**src/rtl/dma_burst_scheduler.sv**
```systemverilog
// dma_burst_scheduler
//   Sequencing core between the DMA register slave and the AXI read/write
//   masters. A rising edge on i_dma_start (taken only while idle) latches
//   source, destination and byte length, then the transfer is cut into
//   bursts of at most C_MAX_BURST_BEATS beats that never cross a 4 KB page
//   on either side. Every burst is a read command, wait for read done, then
//   a write command, wait for write done; nothing overlaps.
//
// Ports
//   S_AXI_ACLK / S_AXI_ARESETN    clock, async active-low reset
//   i_dma_start                   level start bit (edge detected here)
//   i_src_addr/i_dst_addr/i_trf_len  transfer programming, sampled on start
//   o_rd_cmd_* / i_rd_cmd_ready   read burst command handshake
//   i_rd_done / i_rd_err          read burst completion (err qualified by done)
//   o_wr_cmd_* / i_wr_cmd_ready   write burst command handshake
//   i_wr_done / i_wr_err          write burst completion (err qualified by done)
//   o_busy                        any state but idle
//   o_dma_done                    one-cycle end-of-transfer pulse (also on error)
//   o_error                       sticky error, cleared by the next accepted start
module dma_burst_scheduler #(
  parameter int C_MAX_BURST_BEATS = 16,
  parameter int C_DATA_BYTES      = 4
) (
  input  logic        S_AXI_ACLK,
  input  logic        S_AXI_ARESETN,
  input  logic        i_dma_start,
  input  logic [31:0] i_src_addr,
  input  logic [31:0] i_dst_addr,
  input  logic [31:0] i_trf_len,
  output logic        o_rd_cmd_valid,
  input  logic        i_rd_cmd_ready,
  output logic [31:0] o_rd_cmd_addr,
  output logic [7:0]  o_rd_cmd_len,
  input  logic        i_rd_done,
  input  logic        i_rd_err,
  output logic        o_wr_cmd_valid,
  input  logic        i_wr_cmd_ready,
  output logic [31:0] o_wr_cmd_addr,
  output logic [7:0]  o_wr_cmd_len,
  input  logic        i_wr_done,
  input  logic        i_wr_err,
  output logic        o_busy,
  output logic        o_dma_done,
  output logic        o_error
);

  localparam int BEAT_SH = $clog2(C_DATA_BYTES);

  typedef enum logic [2:0] {
    S_IDLE, S_CHECK, S_CALC, S_RD_CMD, S_RD_WAIT, S_WR_CMD, S_WR_WAIT, S_DONE
  } state_t;

  state_t      state_q, state_d;
  logic        start_q;
  logic [31:0] src_q, src_d;
  logic [31:0] dst_q, dst_d;
  logic [31:0] rem_q, rem_d;
  logic [7:0]  len_q, len_d;   // AXI LEN of the current burst (beats-1)
  logic        err_q, err_d;

  logic        start_edge;
  logic [31:0] lim_rem, lim_src, lim_dst, beats, beats_m1, burst_bytes;

  assign start_edge = i_dma_start & ~start_q;

  // Beats left before each limit. The page terms are 1..1024 beats since the
  // pointers are word aligned, so the 4 KB split falls out of a plain min().
  assign lim_rem = rem_q >> BEAT_SH;
  assign lim_src = (32'd4096 - {20'd0, src_q[11:0]}) >> BEAT_SH;
  assign lim_dst = (32'd4096 - {20'd0, dst_q[11:0]}) >> BEAT_SH;

  always_comb begin
    beats = 32'(C_MAX_BURST_BEATS);
    if (lim_rem < beats) beats = lim_rem;
    if (lim_src < beats) beats = lim_src;
    if (lim_dst < beats) beats = lim_dst;
  end

  assign beats_m1    = beats - 32'd1;
  assign burst_bytes = ({24'd0, len_q} + 32'd1) << BEAT_SH;

  always_ff @(posedge S_AXI_ACLK or negedge S_AXI_ARESETN) begin
    if (!S_AXI_ARESETN) begin
      state_q <= S_IDLE;
      start_q <= 1'b0;
      src_q   <= '0;
      dst_q   <= '0;
      rem_q   <= '0;
      len_q   <= '0;
      err_q   <= 1'b0;
    end else begin
      state_q <= state_d;
      start_q <= i_dma_start;
      src_q   <= src_d;
      dst_q   <= dst_d;
      rem_q   <= rem_d;
      len_q   <= len_d;
      err_q   <= err_d;
    end
  end

  always_comb begin
    state_d = state_q;
    src_d   = src_q;
    dst_d   = dst_q;
    rem_d   = rem_q;
    len_d   = len_q;
    err_d   = err_q;
    unique case (state_q)
      S_IDLE: begin
        if (start_edge) begin
          src_d   = i_src_addr;
          dst_d   = i_dst_addr;
          rem_d   = i_trf_len;
          err_d   = 1'b0;
          state_d = S_CHECK;
        end
      end
      S_CHECK: begin
        // Latched copies hold exactly what the inputs held at the start edge.
        if ((rem_q[1:0] != 2'b00) || (src_q[1:0] != 2'b00) || (dst_q[1:0] != 2'b00)) begin
          err_d   = 1'b1;
          state_d = S_DONE;
        end else if (rem_q == 32'd0) begin
          state_d = S_DONE;
        end else begin
          state_d = S_CALC;
        end
      end
      S_CALC: begin
        len_d   = beats_m1[7:0];
        state_d = S_RD_CMD;
      end
      S_RD_CMD:  if (i_rd_cmd_ready) state_d = S_RD_WAIT;
      S_RD_WAIT: begin
        if (i_rd_done) begin
          if (i_rd_err) begin
            err_d   = 1'b1;
            state_d = S_DONE;
          end else begin
            state_d = S_WR_CMD;
          end
        end
      end
      S_WR_CMD:  if (i_wr_cmd_ready) state_d = S_WR_WAIT;
      S_WR_WAIT: begin
        if (i_wr_done) begin
          if (i_wr_err) begin
            err_d   = 1'b1;
            state_d = S_DONE;
          end else begin
            src_d   = src_q + burst_bytes;
            dst_d   = dst_q + burst_bytes;
            rem_d   = rem_q - burst_bytes;
            state_d = (rem_q == burst_bytes) ? S_DONE : S_CALC;
          end
        end
      end
      S_DONE:  state_d = S_IDLE;
      default: state_d = S_IDLE;
    endcase
  end

  // Command fields come straight from registers, so they cannot move while
  // a command waits for ready.
  assign o_rd_cmd_valid = (state_q == S_RD_CMD);
  assign o_rd_cmd_addr  = src_q;
  assign o_rd_cmd_len   = len_q;
  assign o_wr_cmd_valid = (state_q == S_WR_CMD);
  assign o_wr_cmd_addr  = dst_q;
  assign o_wr_cmd_len   = len_q;
  assign o_busy         = (state_q != S_IDLE);
  assign o_dma_done     = (state_q == S_DONE);
  assign o_error        = err_q;

endmodule

```
**config.mk**
```make
export PLATFORM = sky130hd
export DESIGN_NAME = dma_burst_scheduler
export DESIGN_NICKNAME = d
export VERILOG_FILES = /design/src/rtl/dma_burst_scheduler.sv
export SDC_FILE = /design/constraint.sdc
export NUM_CORES = 1
export LEC_CHECK = 0
export ABC_AREA = 0
export BUFFER_PORTS_ARGS = -buffer_cell sky130_fd_sc_hd__buf_2
export CAP_MARGIN = 15
export CORE_MARGIN = 4
export CORE_UTILIZATION = 40
export CTS_CLUSTER_DIAMETER = 120
export DETAILED_ROUTE_END_ITERATION = 6
export HOLD_SLACK_MARGIN = 0.08
export SYNTH_ARGS = -nofsm -noshare
export SYNTH_HDL_FRONTEND = slang
export SYNTH_SLANG_ARGS = --single-unit
```
**constraint.sdc**
```tcl
create_clock -name S_AXI_ACLK -period 7.1 [get_ports S_AXI_ACLK]
set_clock_uncertainty 0.05 [all_clocks]
set_input_delay 0.71 -clock S_AXI_ACLK [delete_from_list [all_inputs] [get_ports S_AXI_ACLK]]
set_output_delay 0.71 -clock S_AXI_ACLK [all_outputs]
set_load 0.02 [all_outputs]
```
==> flow_metrics.tcl, run 1 <==
set metrics [dict create \
    status "finished, final reports clean" \
    whs_ns 0.316 \
    maxCapViolCount 0 \
    antenna_found_initial 3 \
    worst_slew_pin_slew_ns 1.04 \
    fin_crit_sh_pct 94.8 \
    fp.dieH_um 156 \
    worstSetupPathType "reg2reg" \
    cts_buffers 9 \
    crit_fanout 5 \
    final_cells 1554 \
    pre_cts_ws_ns 0.0665 \
    via_per_inst 5.72 \
    synth_area_per_cell_um2 7.89 \
    syn_area_um2 8800 \
    route.detailed.drc 0 \
    cpMostUsedCell "a21o_1" \
    rows 54 \
    synth_edf_count 0 \
    setup_tns_ns 0 \
    area_growth_pct 17.4 \
    period_minus_slack_ns 6.73 \
    yosysSeqAreaShare_pct 31.0 \
    peakVddDrop_mv 0.245 \
    cp_slowest_cell "or4_1" \
    setup_slack_ns 0.370 \
    die_area_um2 24500 \
    synthFlopType "dfrtp_1" \
    ys_types 79 \
    power_density_nw_per_um2 546 \
    clk_latency_ns 0.36 \
    yosysTopAreaCell "dfrtp_1" \
    cpPeakStageDelay_ns 0.58 \
    fmax_mhz 149 \
    grt_pass1_wl_mm 46.8 \
    power_leakage_nw 4.68 \
    synth_async_sr_flop_share_pct 100 \
    clockBufferDepth 2 \
    synth_warnings 0 \
    drt_first_pass_iters 5 \
    clock_sink_count 109 \
    ios 190 \
    dr_total_vias 8887 \
    fillers 2234 \
    ys_ff_latch 109 \
    grt_overflow 0 \
    mostFrequentLayoutCells "buf_2, nand2_1, dfrtp_1" \
    seq_area_um2 2730 \
    worst_setup_path_end_kind "register" \
    wl_mm 29.1 \
    finalMaxSlewViolations 0 \
    core_area_um2 21800 \
    setup_viol 0 \
    dpl.hpwl_mm 21.3 \
    grt_pass1_vias 8591 \
    synth_top_cell_area_share_pct 31.0 \
    multi_input_area_um2 5660 \
    drive_gt1_share_pct 20.4 \
    cp.arrival_ns 6.97 \
    finalHoldViolCount 0 \
    fin_util_pct 47.5 \
    ctsHoldBuffers 0 \
    ant_nets 0 \
    wl_per_cell_um 18.7 \
    clk_pin_slew_worst_paths_ns 0.08 \
    root_buffer "clkbuf_16" \
    critPathLaunchType "register" \
    dp.cells 1531 \
    io_buffers 189 \
    ctsHtreeMaxLevel 3 \
    gp_congestion 0.907 \
    synthCells 1116 \
    min-delay-path-class "in2async" \
    final_common_cell "buf_2" \
    max_slew_margin_pct 30.5 \
    nets 1421 \
    required_ns 7.34 \
    cts_tree "yes" \
    initial_core_util_pct 40.5 \
    die_w_um 156 \
    drt_iter0_drc 621 \
    synthTopCellsByArea "dfrtp_1, ha_1, nand2_1" \
    grt_max_degree 103 \
    grt_util_all_layers_pct 23.6 \
]
## where the power goes
part	leakage, nW	switching (mW)	internal [mW]
Clock	0.135	0.266	0.252
Sequential	1.28	0.455	0.927
Combinational	3.26	2.22	1.52
## synthesized netlist by cell type, types with 19 or more instances
master      n
and2_1     20
a21oi_1    87
nand3_1    47
inv_1      44
a31oi_1    22
and3_1     34
clkbuf_1   66
o21ai_0    69
ha_1       45
nand2_1   117
xnor2_1    35
a211oi_1   19
nor2_1    102
nor3_1     22
dfrtp_1   109
## layout make-up
| cell class | instances | share of cell area (%) |
|---|---|---|
| multi-input cells | 889 | 54.7 |
| flip-flops and latches | 109 | 26.4 |
| repair buffers | 215 | 11.1 |
| well taps | 280 | 3.39 |
| clock buffers | 10 | 2.31 |
| inverters | 44 | 1.60 |
| clock inverters | 6 | 0.448 |
| diodes | 1 | 0.0242 |
## repair_timing
item	4_1_cts	5_1_grt
gates resized for setup	0	8
buffers inserted	0	6
setup endpoints to repair	0	3
hold endpoints to repair	0	0
## metrics by stage
stage                     area, um^2  power (mW)
final                          10300        5.64
after CTS                      10300        5.54
after detailed placement        9970        4.99
after global placement          9970        4.95
after global routing           10300        6.17
after floorplan                 8830        4.02
## metal layers
layer | wire, um | track usage (%) | vias to the layer above
met4 | 772 | 7.93 | 4
met2 | 13300 | 37.0 | 243
met5 | 14 | 0 | -
met3 | 1600 | 4.01 | 45
met1 | 13400 | 33.0 | 4208
li1 | - | - | 4387
## logic make-up after synthesis
logic type / synth area share [%]
flops: 31.0
other cells: 0.0426
buf+inv: 5.68
mux: 1.38
xor+xnor: 4.97
fa+ha+maj: 7.08
simple gates: 23.5
compound gates: 26.3
## worst paths after layout
| check | from | endpoint | slack (ns) | depth (start not counted) |
|---|---|---|---|---|
| max | o_rd_cmd_addr[0] | o_rd_cmd_len[2] | 0.37 | 26 |
| max in group asynchronous | S_AXI_ARESETN | o_rd_cmd_addr[19] | 5.35 | 2 |
| max reg2reg | o_rd_cmd_addr[0] | o_rd_cmd_len[2] | 0.37 | 26 |
| min | S_AXI_ARESETN | state_q[0] | 0.32 | 1 |
| min in group S_AXI_ACLK | i_dma_start | start_q | 0.42 | 1 |
| min reg2reg | rem_q[1] | rem_q[1] | 0.44 | 2 |
## critical path: cells and delay by family, from the launching register on
| family | cells | cell delay, ns |
|---|---|---|
| and+or+nand+nor | 10 | 2.90 |
| AOI/OAI and AO/OA | 10 | 1.99 |
| adders and majority gates | 3 | 0.83 |
| DFF | 1 | 0.42 |
| xor gates and xnor gates | 1 | 0.17 |
| muxes | 1 | 0.17 |
| buffers and inverters | 1 | 0.14 |
## state kept, by name, indices dropped and copies added, names as in the netlist
signal / count
o_wr_cmd_addr: 32
state_q: 3
o_rd_cmd_len: 8
start_q: 1
o_rd_cmd_addr: 32
o_error: 1
rem_q: 32
No activity file was read; power rests on OpenSTA's default activity.
==> inputs of run 2 (changes only) <==
- ABC_AREA: 0 -> 1
==> run 2 against run 1 <==
  * Critical path depth up 3
  * Clock power down 2%
  * Cell area down 2.1%
  * Total power down 0.90%
  * First-iteration DRC count down 21%
  * Hold slack worse by 0.034 ns
  * Critical path type unchanged
  * Synthesized cell count up 12%
  * Highest routed layer unchanged
  * Register-to-register slack better by 1.3 ns
  * Combinational power about the same
  * Utilization up 0.31 points
  * Largest power group unchanged
==> flow_metrics.tcl, run 2 <==
set metrics [dict create \
    status "finished, final reports clean" \
    rows 53 \
    rsz0062_at_grt "no" \
    grt_overflow 0 \
    clock_sink_count 109 \
    ios 190 \
    grt_max_degree 74 \
    grt_pass1_wl_mm 43.8 \
    min-delay-path-class "in2async" \
    clockPowerShare_pct 9.1 \
    ant_nets 0 \
    mostFrequentLayoutCells "nand2_1, buf_2, inv_1" \
    synth_warnings 0 \
    ctsHtreeMaxLevel 3 \
    synthFlopType "dfrtp_1" \
    wl_per_cell_um 16.0 \
    peakVddDrop_mv 0.180 \
    die_area_um2 24100 \
    worstSetupPathType "reg2reg" \
    cts_tree "yes" \
    synth_async_sr_flop_share_pct 100 \
    via_per_inst 5.15 \
    die_w_um 155 \
    maxCapViolCount 0 \
    synth_commonest_cells "nand2_1, inv_1, nor2_1" \
    worst_setup_path_end_kind "register" \
    finalHoldViolCount 0 \
    synth_edf_count 0 \
    io_buffers 189 \
    setup_viol 0 \
    dpl.hpwl_mm 20.5 \
    required_ns 7.35 \
    yosysTopAreaCell "dfrtp_1" \
    antenna_found_initial 4 \
    cp.arrival_ns 5.66 \
    yosysSeqAreaShare_pct 31.4 \
    clk_latency_ns 0.37 \
    rr_worst_depth 29 \
    synthTopCellsByArea "dfrtp_1, nand2_1, o21ai_0" \
    finalMaxSlewViolations 0 \
    drt_iter0_drc 493 \
    gp_congestion 0.886 \
    grt_pass1_vias 8349 \
    root_buffer "clkbuf_16" \
    cpPeakStageDelay_ns 0.74 \
    nets 1568 \
    intPower_mw 2.50 \
    clk_pin_slew_worst_paths_ns 0.08 \
    ys_types 49 \
    cp_slowest_cell "a21oi_1" \
    seq_area_um2 2730 \
    critPathLaunchType "register" \
    period_minus_slack_ns 5.41 \
    power_mw 5.59 \
    cpMostUsedCell "nand2_1" \
    area_growth_pct 16.5 \
    regToRegSetupSlack_ns 1.69 \
    seqPwrFrac_pct 23.5 \
    combPwrFrac_pct 67.4 \
    dr_total_vias 8722 \
    fp.dieH_um 155 \
    cts_resized 0 \
    power_leakage_nw 5.10 \
    yosysMostFrequentCell "nand2_1" \
    wl_mm 27.1 \
    fillers 2240 \
    worst_slew_pin_slew_ns 0.962 \
    cts_buffers 9 \
    grt_util_all_layers_pct 22.4 \
    crit_fanout 11 \
    reg2reg_from "o_rd_cmd_addr[3]" \
    setup_tns_ns 0 \
    fin_crit_sh_pct 76.2 \
    synth_top_cell_area_share_pct 31.4 \
    final_common_cell "nand2_1" \
    synthCells 1251 \
    switching_share_pct 55.3 \
    ctsHoldBuffers 0 \
    syn_area_um2 8680 \
    clockBufferDepth 2 \
    max_slew_margin_pct 35.9 \
    fmax_mhz 185 \
    multi_input_area_um2 5130 \
    synth_area_per_cell_um2 6.94 \
    power_density_nw_per_um2 552 \
    p_switching_mw 3.09 \
    antenna_cells 0 \
    initial_core_util_pct 41.0 \
    drt_first_pass_iters 5 \
    route.detailed.drc 0 \
    core_area_um2 21200 \
    r2r_end "o_rd_cmd_len[6]" \
    ys_ff_latch 109 \
    drive_gt1_share_pct 18.3 \
    postCtsSetupBuffers 0 \
]
-- run 2: how the worst max path moves through the flow --
stage	start	slack, ns	depth (start not counted)	endpoint
after detailed placement	o_rd_cmd_addr[0]	1.74	28	o_rd_cmd_len[6]
after global placement	o_rd_cmd_addr[3]	1.88	29	o_rd_cmd_len[6]
after global routing	o_rd_cmd_addr[3]	1.06	29	o_rd_cmd_len[6]
final	o_rd_cmd_addr[3]	1.69	29	o_rd_cmd_len[6]
after floorplan	o_rd_cmd_addr[3]	2.22	29	o_rd_cmd_len[6]
after CTS	o_rd_cmd_addr[0]	1.72	29	o_rd_cmd_len[6]
-- run 2: power by group through the flow --
| stage | combinational (mW) | sequential [mW] | clock, mW |
|---|---|---|---|
| finish | 3.77 | 1.31 | 0.507 |
| CTS | 3.78 | 1.31 | 0.524 |
| detailed placement | 3.76 | 1.32 | 0 |
| floorplan | 2.60 | 1.48 | 0 |
| global placement | 3.72 | 1.31 | 0 |
| global route | 4.26 | 1.37 | 0.541 |
-- run 2: kinds of logic (layout without fill, tap and decap cells) --
group	Yosys count	count (layout)	share of synthesized area, %
other	1	6	0.0432
and+or+nand+nor	546	546	27.7
xor gates and xnor gates	65	65	6.56
adders and majority gates	48	48	7.18
DFF	109	109	31.4
buffers and inverters	217	380	9.86
AOI/OAI and AO/OA	265	265	17.2
-- run 2: cell type report --
type                            count  area share [%]
Clock buffer                       10            2.26
Clock inverter                      5           0.421
Inverter                          169            6.30
Multi-Input combinational cell    930            50.7
Sequential cell                   109            27.0
Tap cell                          275            3.40
Timing Repair Buffer              196            9.90
-- run 2: routing by layer --
layer | track usage [%] | wire (um) | vias to the layer above
met1 | 31.4 | 12800 | 4076
met5 | 0 | 42 | -
met2 | 36.2 | 12400 | 199
met4 | 4.46 | 303 | 8
met3 | 4.26 | 1490 | 25
li1 | - | - | 4414
-- run 2: stage by stage --
stage               setup slack, ns  hold slack [ns]  instance area, um^2  utilization, %  cells
finish                         1.69            0.283                10100            47.8   1694
global route                   1.06            0.321                10100            47.8   1694
CTS                            1.72            0.299                10100            47.8   1694
detailed placement             1.74            0.416                 9840            46.5   1679
global placement               1.88            0.419                 9840            46.5   1679
floorplan                      2.22            0.364                 8700               -   1256
-- run 2: critical path: cells and delay by family (launching register included) --
family	cells	cell delay, ns
AO/OA/AOI/OAI	5	1.61
flip-flops	1	0.47
XOR/XNOR	1	0.15
AND/OR/NAND/NOR	18	2.21
adder cells (fa/ha/maj)	3	0.72
buffers and inverters	2	0.15
==> inputs of run 3 (changes only) <==
- clock period: 7.1 -> 4.4 ns (I/O delays scaled with it)
==> run 3 against run 2 <==
  * Clock power increased by 78%
  * Highest routed layer unchanged
  * Cell area increased by 4.6%
  * Combinational power increased by 75%
  * Die area unchanged
  * Largest cell class unchanged
  * Global-route usage decreased by 0.46 points
==> flow_metrics.tcl, run 3 (same netlist as run 2, synthesis figures left out) <==
set metrics [dict create \
    grt_pass1_vias 8303 \
    final_common_cell "nand2_1" \
    fin_crit_sh_pct 97.2 \
    period_minus_slack_ns 4.28 \
    io_buffers 189 \
    seq_area_um2 2730 \
    maxCapViolCount 0 \
    ctsHtreeMaxLevel 3 \
    finalHoldViolCount 0 \
    setup_viol 0 \
    fmax_mhz 234 \
    root_buffer "clkbuf_16" \
    whs_ns 0.140 \
    cp.arrival_ns 4.53 \
    worst_slew_pin_slew_ns 0.871 \
    grt_overflow 0 \
    cp_top_family "simple AND/OR/NAND/NOR gates" \
    cp_slowest_cell "dfrtp_1" \
    cpPeakStageDelay_ns 0.38 \
    route.detailed.drc 0 \
    drt_iter0_drc 502 \
    drt_first_pass_iters 5 \
    power_leakage_nw 5.33 \
    mostFrequentLayoutCells "nand2_1, buf_2, inv_1" \
    die_area_um2 24100 \
    clock_sink_count 109 \
    rsz0062_at_grt "yes" \
    dp.cells 1703 \
    gp_congestion 0.880 \
    peakVddDrop_mv 0.424 \
    via_per_inst 5.06 \
    ios 190 \
    ant_nets 0 \
    required_ns 4.66 \
    dpl.hpwl_mm 20.2 \
    wl_mm 26.9 \
    rows 53 \
    clk_latency_ns 0.37 \
    initial_core_util_pct 41.0 \
    clk_pin_slew_worst_paths_ns 0.08 \
    worst_setup_path_end_kind "register" \
    cpMostUsedCell "nand2_2" \
    die_w_um 155 \
    max_slew_margin_pct 41.9 \
    drive_gt1_share_pct 22.3 \
    grt_pass1_wl_mm 42.6 \
    power_density_nw_per_um2 906 \
    antenna_found_initial 8 \
    crit_buf_inv 3 \
    core_area_um2 21200 \
    critPathLaunchType "register" \
    grt_util_all_layers_pct 21.9 \
    cts_buffers 9 \
    clockBufferDepth 2 \
    grt_max_degree 86 \
    setup_tns_ns 0 \
    crit_fanout 5 \
    min-delay-path-class "in2reg" \
    worstSetupPathType "reg2reg" \
    finalMaxSlewViolations 0 \
    wl_per_cell_um 15.5 \
    multi_input_area_um2 5240 \
    fillers 2186 \
    cts_tree "yes" \
    nets 1607 \
    status "finished, final reports clean" \
    fp.dieH_um 155 \
    dr_total_vias 8780 \
    final_cells 1735 \
    area_growth_pct 21.9 \
]
## run 3: path summary, 6_finish.rpt
check / startpoint / endpoint / slack, ns / cells after the start
hold reg to reg: rem_q[0] / rem_q[0] / 0.45 / 2
setup / recovery: o_rd_cmd_addr[5] / o_rd_cmd_len[6] / 0.12 / 30
hold / removal: i_dma_start / start_q / 0.14 / 1
setup reg to reg: o_rd_cmd_addr[5] / o_rd_cmd_len[6] / 0.12 / 30
max in group asynchronous: S_AXI_ARESETN / state_q[0] / 2.85 / 3
min in group asynchronous: S_AXI_ARESETN / rem_q[13] / 0.53 / 2
## run 3: worst register-to-register path: cells and delay by family (launching register included)
| family | cells | cell delay (ns) |
|---|---|---|
| XOR/XNOR | 1 | 0.14 |
| flip-flops | 1 | 0.38 |
| AO/OA/AOI/OAI | 5 | 0.72 |
| adder cells (fa/ha/maj) | 3 | 0.72 |
| buffers and inverters | 3 | 0.28 |
| AND/OR/NAND/NOR | 18 | 1.94 |
## run 3: where the power goes
group | leakage, nW | switching (mW) | internal, mW
clock | 0.156 | 0.431 | 0.469
combinational | 3.85 | 4.12 | 2.46
sequential | 1.32 | 0.593 | 1.52
total | 5.33 | 5.15 | 4.44
## run 3: through the flow
| step | cell area (um^2) | util [%] | power (mW) | setup slack (ns) |
|---|---|---|---|---|
| floorplan | 8710 | - | 6.60 | 0.00498 |
| global placement | 10000 | 47.4 | 8.24 | 0.0684 |
| CTS | 10400 | 49.1 | 9.30 | 0.00417 |
| finish | 10600 | 50.0 | 9.59 | 0.122 |
| detailed placement | 10000 | 47.4 | 8.31 | -0.0245 |
| global route | 10600 | 50.0 | 10.6 | -0.160 |
## run 3: cell type report
cell class                 instances  share of cell area (%)
antenna                            1                  0.0236
clock buffer                      10                    2.26
clock inverter                     6                   0.721
inverter                         169                    6.02
multi-input combinational        930                    49.5
sequential                       109                    25.8
tap                              275                    3.25
timing repair buffer             235                    12.4
## run 3: per-layer routing
metal  up-vias  wire, um  GRT usage (%)  share of wire, %
met5         -        63              0              0.23
met4        14       316           4.71               1.2
met3        31      1480           4.95               5.5
met2       206     12500           35.2                47
met1      4012     12500           30.4                47
li1       4517         -              -                 -
## run 3: what timing repair did
action	in CTS	in global routing
gates resized for setup	2	27
hold buffers	1	0
pin swaps	1	16
hold endpoints to repair	35	0
endpoints found under the setup margin	3	16
setup buffers	2	12
